==> config.mk <==
export PLATFORM = sky130hd
export DESIGN_NAME = id_stage
export DESIGN_NICKNAME = d
export VERILOG_FILES = /design/src/rtl/id_stage.sv
export SDC_FILE = /design/constraint.sdc
export NUM_CORES = 1
export LEC_CHECK = 0
export ABC_AREA = 1
export BUFFER_PORTS_ARGS = -buffer_cell sky130_fd_sc_hd__buf_2
export CAP_MARGIN = 20
export CORE_MARGIN = 2
export CORE_UTILIZATION = 30
export CTS_CLUSTER_DIAMETER = 150
export DETAILED_ROUTE_END_ITERATION = 8
export PLACE_DENSITY_LB_ADDON = 0.12
export SETUP_SLACK_MARGIN = 0.02
export SYNTH_ARGS = -nofsm -noshare
export SYNTH_HDL_FRONTEND = slang
export SYNTH_SLANG_ARGS = --single-unit
==> constraint.sdc <==
create_clock -name clk -period 3.9 [get_ports clk]
set_clock_uncertainty 0.1 [all_clocks]
set_input_delay 0.39 -clock clk [delete_from_list [all_inputs] [get_ports clk]]
set_output_delay 0.39 -clock clk [all_outputs]
set_load 0.02 [all_outputs]
==> src/rtl/id_stage.sv <==
//------------------------------------------------------------------------------
// Module      : id_stage
// Description : RV32I decode stage with an ID/EX register, a valid/ready
//               handshake, load-use bubble insertion and flush. Defining
//               ID_ILLEGAL_TRAP_EN adds the registered out_illegal flag.
// Revision    : 1.0 - initial release
//------------------------------------------------------------------------------
`default_nettype none

module id_stage #(
    parameter int XLEN = 32,
    parameter int RA_W = 5
) (
    input  logic            clk,
    input  logic            rst_n,
    input  logic            in_valid,
    output logic            in_ready,
    input  logic [31:0]     in_inst,
    input  logic [XLEN-1:0] in_pc,
    input  logic            flush,
    output logic            out_valid,
    input  logic            out_ready,
    output logic [XLEN-1:0] out_pc,
    output logic [XLEN-1:0] out_imm,
    output logic [RA_W-1:0] out_rs1_addr,
    output logic [RA_W-1:0] out_rs2_addr,
    output logic [RA_W-1:0] out_rd_addr,
    output logic [4:0]      out_exe_fun,
    output logic [1:0]      out_op1_sel,
    output logic [1:0]      out_op2_sel,
    output logic            out_mem_wen,
    output logic            out_rf_wen,
`ifdef ID_ILLEGAL_TRAP_EN
    output logic            out_illegal,
`endif
    output logic [1:0]      out_wb_sel
);

    localparam logic [6:0] c_OP_LUI    = 7'b0110111;
    localparam logic [6:0] c_OP_AUIPC  = 7'b0010111;
    localparam logic [6:0] c_OP_JAL    = 7'b1101111;
    localparam logic [6:0] c_OP_JALR   = 7'b1100111;
    localparam logic [6:0] c_OP_BRANCH = 7'b1100011;
    localparam logic [6:0] c_OP_LOAD   = 7'b0000011;
    localparam logic [6:0] c_OP_STORE  = 7'b0100011;
    localparam logic [6:0] c_OP_IMM    = 7'b0010011;
    localparam logic [6:0] c_OP_REG    = 7'b0110011;

    localparam logic [4:0] c_FUN_ADD  = 5'd1,  c_FUN_SUB  = 5'd2,  c_FUN_AND  = 5'd3;
    localparam logic [4:0] c_FUN_OR   = 5'd4,  c_FUN_XOR  = 5'd5,  c_FUN_SLL  = 5'd6;
    localparam logic [4:0] c_FUN_SRL  = 5'd7,  c_FUN_SRA  = 5'd8,  c_FUN_SLT  = 5'd9;
    localparam logic [4:0] c_FUN_SLTU = 5'd10, c_FUN_BEQ  = 5'd11, c_FUN_JALR = 5'd17;

    localparam logic [1:0] c_OP1_RS1 = 2'd1, c_OP1_PC  = 2'd2;
    localparam logic [1:0] c_OP2_RS2 = 2'd1, c_OP2_IMM = 2'd2;
    localparam logic [1:0] c_WB_ALU  = 2'd1, c_WB_MEM  = 2'd2, c_WB_PC = 2'd3;

    localparam logic [6:0] c_F7_ZERO = 7'b0000000;
    localparam logic [6:0] c_F7_ALT  = 7'b0100000;

    logic [6:0]            w_opcode;
    logic [2:0]            w_funct3;
    logic [6:0]            w_funct7;
    logic [RA_W-1:0]       w_rs1, w_rs2, w_rd;
    logic signed [31:0]    w_imm32;
    logic [4:0]            w_fun;
    logic [1:0]            w_op1, w_op2, w_wb;
    logic                  w_mem_wen, w_rf_we, w_legal;
    logic                  w_uses_rs1, w_uses_rs2, w_hazard, w_accept;

    logic                  r_valid;
    logic [XLEN-1:0]       r_pc, r_imm;
    logic [RA_W-1:0]       r_rs1, r_rs2, r_rd;
    logic [4:0]            r_fun;
    logic [1:0]            r_op1, r_op2, r_wb;
    logic                  r_mem_wen, r_rf_wen, r_illegal;

    assign w_opcode = in_inst[6:0];
    assign w_funct3 = in_inst[14:12];
    assign w_funct7 = in_inst[31:25];
    assign w_rs1    = RA_W'(in_inst[19:15]);
    assign w_rs2    = RA_W'(in_inst[24:20]);
    assign w_rd     = RA_W'(in_inst[11:7]);

    always_comb begin
        w_fun     = 5'd0;
        w_op1     = 2'd0;
        w_op2     = 2'd0;
        w_wb      = 2'd0;
        w_mem_wen = 1'b0;
        w_rf_we   = 1'b0;
        w_imm32   = 32'sd0;
        w_legal   = 1'b0;
        case (w_opcode)
            c_OP_LUI, c_OP_AUIPC: begin
                w_legal = 1'b1;
                w_imm32 = {in_inst[31:12], 12'b0};
                w_fun   = c_FUN_ADD;
                w_op1   = (w_opcode == c_OP_AUIPC) ? c_OP1_PC : 2'd0;
                w_op2   = c_OP2_IMM;
                w_wb    = c_WB_ALU;
                w_rf_we = 1'b1;
            end
            c_OP_JAL: begin
                w_legal = 1'b1;
                w_imm32 = {{12{in_inst[31]}}, in_inst[19:12], in_inst[20], in_inst[30:21], 1'b0};
                w_fun   = c_FUN_ADD;
                w_op1   = c_OP1_PC;
                w_op2   = c_OP2_IMM;
                w_wb    = c_WB_PC;
                w_rf_we = 1'b1;
            end
            c_OP_JALR, c_OP_LOAD: begin
                if ((w_opcode == c_OP_JALR && w_funct3 == 3'b000) ||
                    (w_opcode == c_OP_LOAD && w_funct3 == 3'b010)) begin
                    w_legal = 1'b1;
                    w_imm32 = {{20{in_inst[31]}}, in_inst[31:20]};
                    w_fun   = (w_opcode == c_OP_JALR) ? c_FUN_JALR : c_FUN_ADD;
                    w_op1   = c_OP1_RS1;
                    w_op2   = c_OP2_IMM;
                    w_wb    = (w_opcode == c_OP_JALR) ? c_WB_PC : c_WB_MEM;
                    w_rf_we = 1'b1;
                end
            end
            c_OP_STORE: begin
                if (w_funct3 == 3'b010) begin
                    w_legal   = 1'b1;
                    w_imm32   = {{20{in_inst[31]}}, in_inst[31:25], in_inst[11:7]};
                    w_fun     = c_FUN_ADD;
                    w_op1     = c_OP1_RS1;
                    w_op2     = c_OP2_IMM;
                    w_mem_wen = 1'b1;
                end
            end
            c_OP_BRANCH: begin
                if (w_funct3 != 3'b010 && w_funct3 != 3'b011) begin
                    w_legal = 1'b1;
                    w_imm32 = {{20{in_inst[31]}}, in_inst[7], in_inst[30:25], in_inst[11:8], 1'b0};
                    // funct3 000,001,100..111 map onto BEQ,BNE,BLT..BGEU
                    w_fun   = c_FUN_BEQ + ((w_funct3[2]) ? {3'b0, w_funct3[1:0]} + 5'd2
                                                         : {4'b0, w_funct3[0]});
                    w_op1   = c_OP1_RS1;
                    w_op2   = c_OP2_RS2;
                end
            end
            c_OP_IMM, c_OP_REG: begin
                w_legal = 1'b1;
                case (w_funct3)
                    3'b000: w_fun = (w_opcode == c_OP_REG && w_funct7 == c_F7_ALT) ? c_FUN_SUB : c_FUN_ADD;
                    3'b001: w_fun = c_FUN_SLL;
                    3'b010: w_fun = c_FUN_SLT;
                    3'b011: w_fun = c_FUN_SLTU;
                    3'b100: w_fun = c_FUN_XOR;
                    3'b101: w_fun = (w_funct7 == c_F7_ALT) ? c_FUN_SRA : c_FUN_SRL;
                    3'b110: w_fun = c_FUN_OR;
                    default: w_fun = c_FUN_AND;
                endcase
                // Shifts always constrain funct7; OP constrains it for every funct3.
                if ((w_opcode == c_OP_REG || w_funct3 == 3'b001 || w_funct3 == 3'b101) &&
                    !(w_funct7 == c_F7_ZERO ||
                      (w_funct7 == c_F7_ALT && (w_funct3 == 3'b101 ||
                                                (w_funct3 == 3'b000 && w_opcode == c_OP_REG))))) begin
                    w_legal = 1'b0;
                    w_fun   = 5'd0;
                end else begin
                    w_imm32 = (w_opcode == c_OP_IMM) ? {{20{in_inst[31]}}, in_inst[31:20]} : 32'sd0;
                    w_op1   = c_OP1_RS1;
                    w_op2   = (w_opcode == c_OP_IMM) ? c_OP2_IMM : c_OP2_RS2;
                    w_wb    = c_WB_ALU;
                    w_rf_we = 1'b1;
                end
            end
            default: ;
        endcase
    end

    assign w_uses_rs1 = !(w_opcode == c_OP_LUI || w_opcode == c_OP_AUIPC || w_opcode == c_OP_JAL);
    assign w_uses_rs2 = (w_opcode == c_OP_REG || w_opcode == c_OP_STORE || w_opcode == c_OP_BRANCH);
    assign w_hazard   = in_valid && r_valid && r_wb == c_WB_MEM && r_rd != '0 &&
                        ((w_uses_rs1 && w_rs1 == r_rd) || (w_uses_rs2 && w_rs2 == r_rd));
    assign in_ready   = flush || ((!r_valid || out_ready) && !w_hazard);
    assign w_accept   = in_valid && in_ready;

    always_ff @(posedge clk or negedge rst_n) begin
        if (!rst_n) begin
            r_valid   <= 1'b0;
            r_pc      <= '0;
            r_imm     <= '0;
            r_rs1     <= '0;
            r_rs2     <= '0;
            r_rd      <= '0;
            r_fun     <= '0;
            r_op1     <= '0;
            r_op2     <= '0;
            r_wb      <= '0;
            r_mem_wen <= 1'b0;
            r_rf_wen  <= 1'b0;
            r_illegal <= 1'b0;
        end else if (flush || (w_hazard && out_ready)) begin
            r_valid   <= 1'b0;
            r_mem_wen <= 1'b0;
            r_rf_wen  <= 1'b0;
            r_illegal <= 1'b0;
        end else if (w_accept) begin
            r_valid   <= 1'b1;
            r_pc      <= in_pc;
            r_imm     <= XLEN'(w_imm32);
            r_rs1     <= w_rs1;
            r_rs2     <= w_rs2;
            r_rd      <= w_rd;
            r_fun     <= w_fun;
            r_op1     <= w_op1;
            r_op2     <= w_op2;
            r_wb      <= w_wb;
            r_mem_wen <= w_mem_wen;
            r_rf_wen  <= w_rf_we && (w_rd != '0);
            r_illegal <= !w_legal;
        end else if (r_valid && out_ready) begin
            r_valid   <= 1'b0;
        end
    end

    assign out_valid    = r_valid;
    assign out_pc       = r_pc;
    assign out_imm      = r_imm;
    assign out_rs1_addr = r_rs1;
    assign out_rs2_addr = r_rs2;
    assign out_rd_addr  = r_rd;
    assign out_exe_fun  = r_fun;
    assign out_op1_sel  = r_op1;
    assign out_op2_sel  = r_op2;
    assign out_wb_sel   = r_wb;
    assign out_mem_wen  = r_mem_wen;
    assign out_rf_wen   = r_rf_wen;
`ifdef ID_ILLEGAL_TRAP_EN
    assign out_illegal  = r_illegal;
`else
    logic w_unused_illegal;
    assign w_unused_illegal = r_illegal;
`endif

endmodule

`default_nettype wire
==> impl_metrics.tcl <==
set metrics [dict create \
    path_cells "buf_2 > inv_1 > nor2_1 > nand3_1 > nand2_4 > inv_2 > nand3_2 > nand2_2 > nand3_1 > nand2_1 > nor2_4 > buf_4 > nand2_1 > nand2_1" \
    row_count 47 \
    maxSlewViolCount 0 \
    core_area_um2 16400 \
    die_area_um2 17700 \
    fillers 1762 \
    clk_latency_ns 0.35 \
    syn_area_um2 4990 \
    clk_pin_slew_ns 0.07 \
    hold_class "input pin to asynchronous set/reset pin" \
    hold-worst-slack_ns 0.0491 \
    clock_path_buffers 2 \
    detailed_place_hpwl_um 11600 \
    die_h_um 133 \
    cp-end-kind "register" \
    htreeDepth 3 \
    grt_use_total_pct 18.9 \
    layout_commonest_cell "nand2_1" \
    leakage_nw 3.67 \
    chipWidth_um 133 \
    fmax_mhz 373 \
    grt_pass1_wl_um 26400 \
    portBuffers 162 \
    critPathKind "input pin to register" \
    drv_cap 0 \
    relSlewSlack_pct 37.1 \
    syn_to_final_growth_pct 26.5 \
    instances_no_fill 1074 \
    routed_via_density 4.72 \
    cts-root-buf "clkbuf_16" \
    yosysUniqueCellTypes 29 \
    drive_gt1_share_pct 23.9 \
    antenna_found_initial 0 \
    total_power_mw 2.57 \
    fin_crit_ns 2.68 \
    cp_slowest_cell "nor2_4" \
    final.period_utilization_pct 68.8 \
    drt_first_iter_violations 293 \
    rsz0062_at_grt "false" \
    cts_tree "done" \
    vias 5065 \
    ys_seq_area_share_pct 46.6 \
    grt_max_degree 69 \
    worstPathRequired_ns 4.09 \
    post_drt_wl_per_cell_um 14.9 \
    final_cell_mix "nand2_1, buf_2, dfrtp_1, inv_1, nand3_1" \
    firstDrtPassIters 5 \
    cts_made_buffers 9 \
    hold_viol 0 \
    crit_path_start_kind "input pin" \
    clock_sinks 93 \
    status "complete, no violations" \
    grt.overflow.total 0 \
    syn_nets 771 \
    drc_errors 0 \
    synth-seq-cells 93 \
    syn_inst 701 \
    setup_violations 0 \
    ir_drop_mv 0.214 \
    syn_avg_cell_area_um2 7.13 \
    place_inst 1057 \
    holdBufCountCts 0 \
    cp_common_cell "nand2_1" \
    setup_slack_ns 1.22 \
    synth_warnings 0 \
    path_max_fanout 30 \
    routed_wl_um 16000 \
    max_stage_delay_ns 0.58 \
    cp.arrival_ns 2.87 \
    place_ws_ns 0.825 \
    cts-resized-gates 0 \
    crit_buf_inv 4 \
    start_util_pct 30.4 \
    tightest_slew_ns 0.944 \
    postCtsSetupRepairBufs 0 \
    power.density_nw_per_um2 406 \
    grt_pass1_vias 5102 \
    ant_nets 0 \
    boundaryPins 163 \
    place.gp.congestion 0.876 \
    final_net_count 918 \
    setup_tns_ns 0 \
    cpLargestDelayFamily "simple AND/OR/NAND/NOR gates" \
]
metrics by stage:
stage / util [%] / instance area [um2]
2_1_floorplan: - / 4990
3_3_place_gp: 36.5 / 5980
3_5_place_dp: 36.5 / 5980
4_1_cts: 38.5 / 6320
5_1_grt: 38.5 / 6320
6_report: 38.5 / 6320
synthesized netlist by cell type:
| library cell | instances | area, um2 |
|---|---|---|
| nand2_1 | 350 | 1310 |
| dfrtp_1 | 93 | 2330 |
| inv_1 | 48 | 180 |
| nand3_1 | 39 | 195 |
| nand4_1 | 35 | 219 |
| nor2_1 | 32 | 120 |
| o21ai_0 | 19 | 95.1 |
| buf_2 | 16 | 80.1 |
| a21oi_1 | 14 | 70.1 |
| clkbuf_1 | 12 | 45.0 |
| buf_6 | 9 | 101 |
| xnor2_1 | 5 | 43.8 |
| inv_2 | 4 | 15.0 |
| nor3_1 | 4 | 20.0 |
| nand2_2 | 3 | 18.8 |
| nand3_2 | 3 | 30.0 |
| nor2_2 | 2 | 12.5 |
| o31ai_1 | 2 | 15.0 |
| a211oi_1 | 1 | 7.51 |
| a31oi_1 | 1 | 6.26 |
| and2_1 | 1 | 6.26 |
| and3_1 | 1 | 6.26 |
| ha_1 | 1 | 12.5 |
| nand2_4 | 1 | 11.3 |
| nor2_4 | 1 | 11.3 |
| nor3b_1 | 1 | 7.51 |
| nor4_1 | 1 | 6.26 |
| o2111ai_1 | 1 | 8.76 |
| o221ai_1 | 1 | 8.76 |
layer usage:
metal	part of all wire, %	up-vias	track usage, %
li1	-	2502	-
met1	46	2374	24.8
met2	45	167	29.6
met3	6.9	22	4.83
met4	2.1	0	7.71
met5	0	-	0
report_power, final:
| group | internal [mW] | switching, mW | leakage [nW] |
|---|---|---|---|
| logic | 0.155 | 0.320 | 2.29 |
| registers | 1.05 | 0.0546 | 1.22 |
| clock network | 0.602 | 0.390 | 0.161 |
layout make-up:
type                            instances  area, um2  area share (%)
Tap cell                              220        275            4.36
Inverter                               52        195            3.09
Timing Repair Buffer                  173        908            14.4
Sequential cell                        93       2330            36.8
Antenna cell                            1       2.50          0.0396
Multi-Input combinational cell        519       2270            36.0
Clock buffer                           12        256            4.06
Clock inverter                          4       78.8            1.25
final timing paths:
check                                                start  slack, ns                       to  cells after the start
min in group clk                                 in_pc[13]       0.13   out_pc[13]$_DFFE_PN0P_                      3
worst min register to register     out_imm[10]$_DFFE_PN0P_       0.37  out_imm[10]$_DFFE_PN0P_                      2
worst max-delay path                            in_inst[2]       1.22    out_pc[8]$_DFFE_PN0P_                     14
worst max register to register  out_rd_addr[2]$_DFFE_PN0P_       1.48    out_pc[8]$_DFFE_PN0P_                     10
max in group asynchronous                            rst_n       2.77  out_imm[27]$_DFFE_PN0P_                      2
worst min-delay path                                 rst_n       0.05   out_imm[7]$_DFFE_PN0P_                      1
state kept, by name, summed over array words and instances, names as in the netlist, 2 cells and up:
name          count
out_pc           32
out_imm          32
out_rs2_addr      5
out_op2_sel       2
out_wb_sel        2
out_rd_addr       5
out_rs1_addr      5
out_op1_sel       2
out_exe_fun       5
logic make-up (layout without fill, tap and decap cells):
logic type | count (synthesis) | count (layout) | share of synthesized area, %
compound gates | 39 | 39 | 4.23
xor+xnor | 5 | 5 | 0.877
fa+ha+maj | 1 | 1 | 0.250
buf+inv | 89 | 241 | 8.44
flops | 93 | 93 | 46.6
other cells | 0 | 1 | 0
simple gates | 474 | 474 | 39.6
No activity file was read; power rests on OpenSTA's default activity.
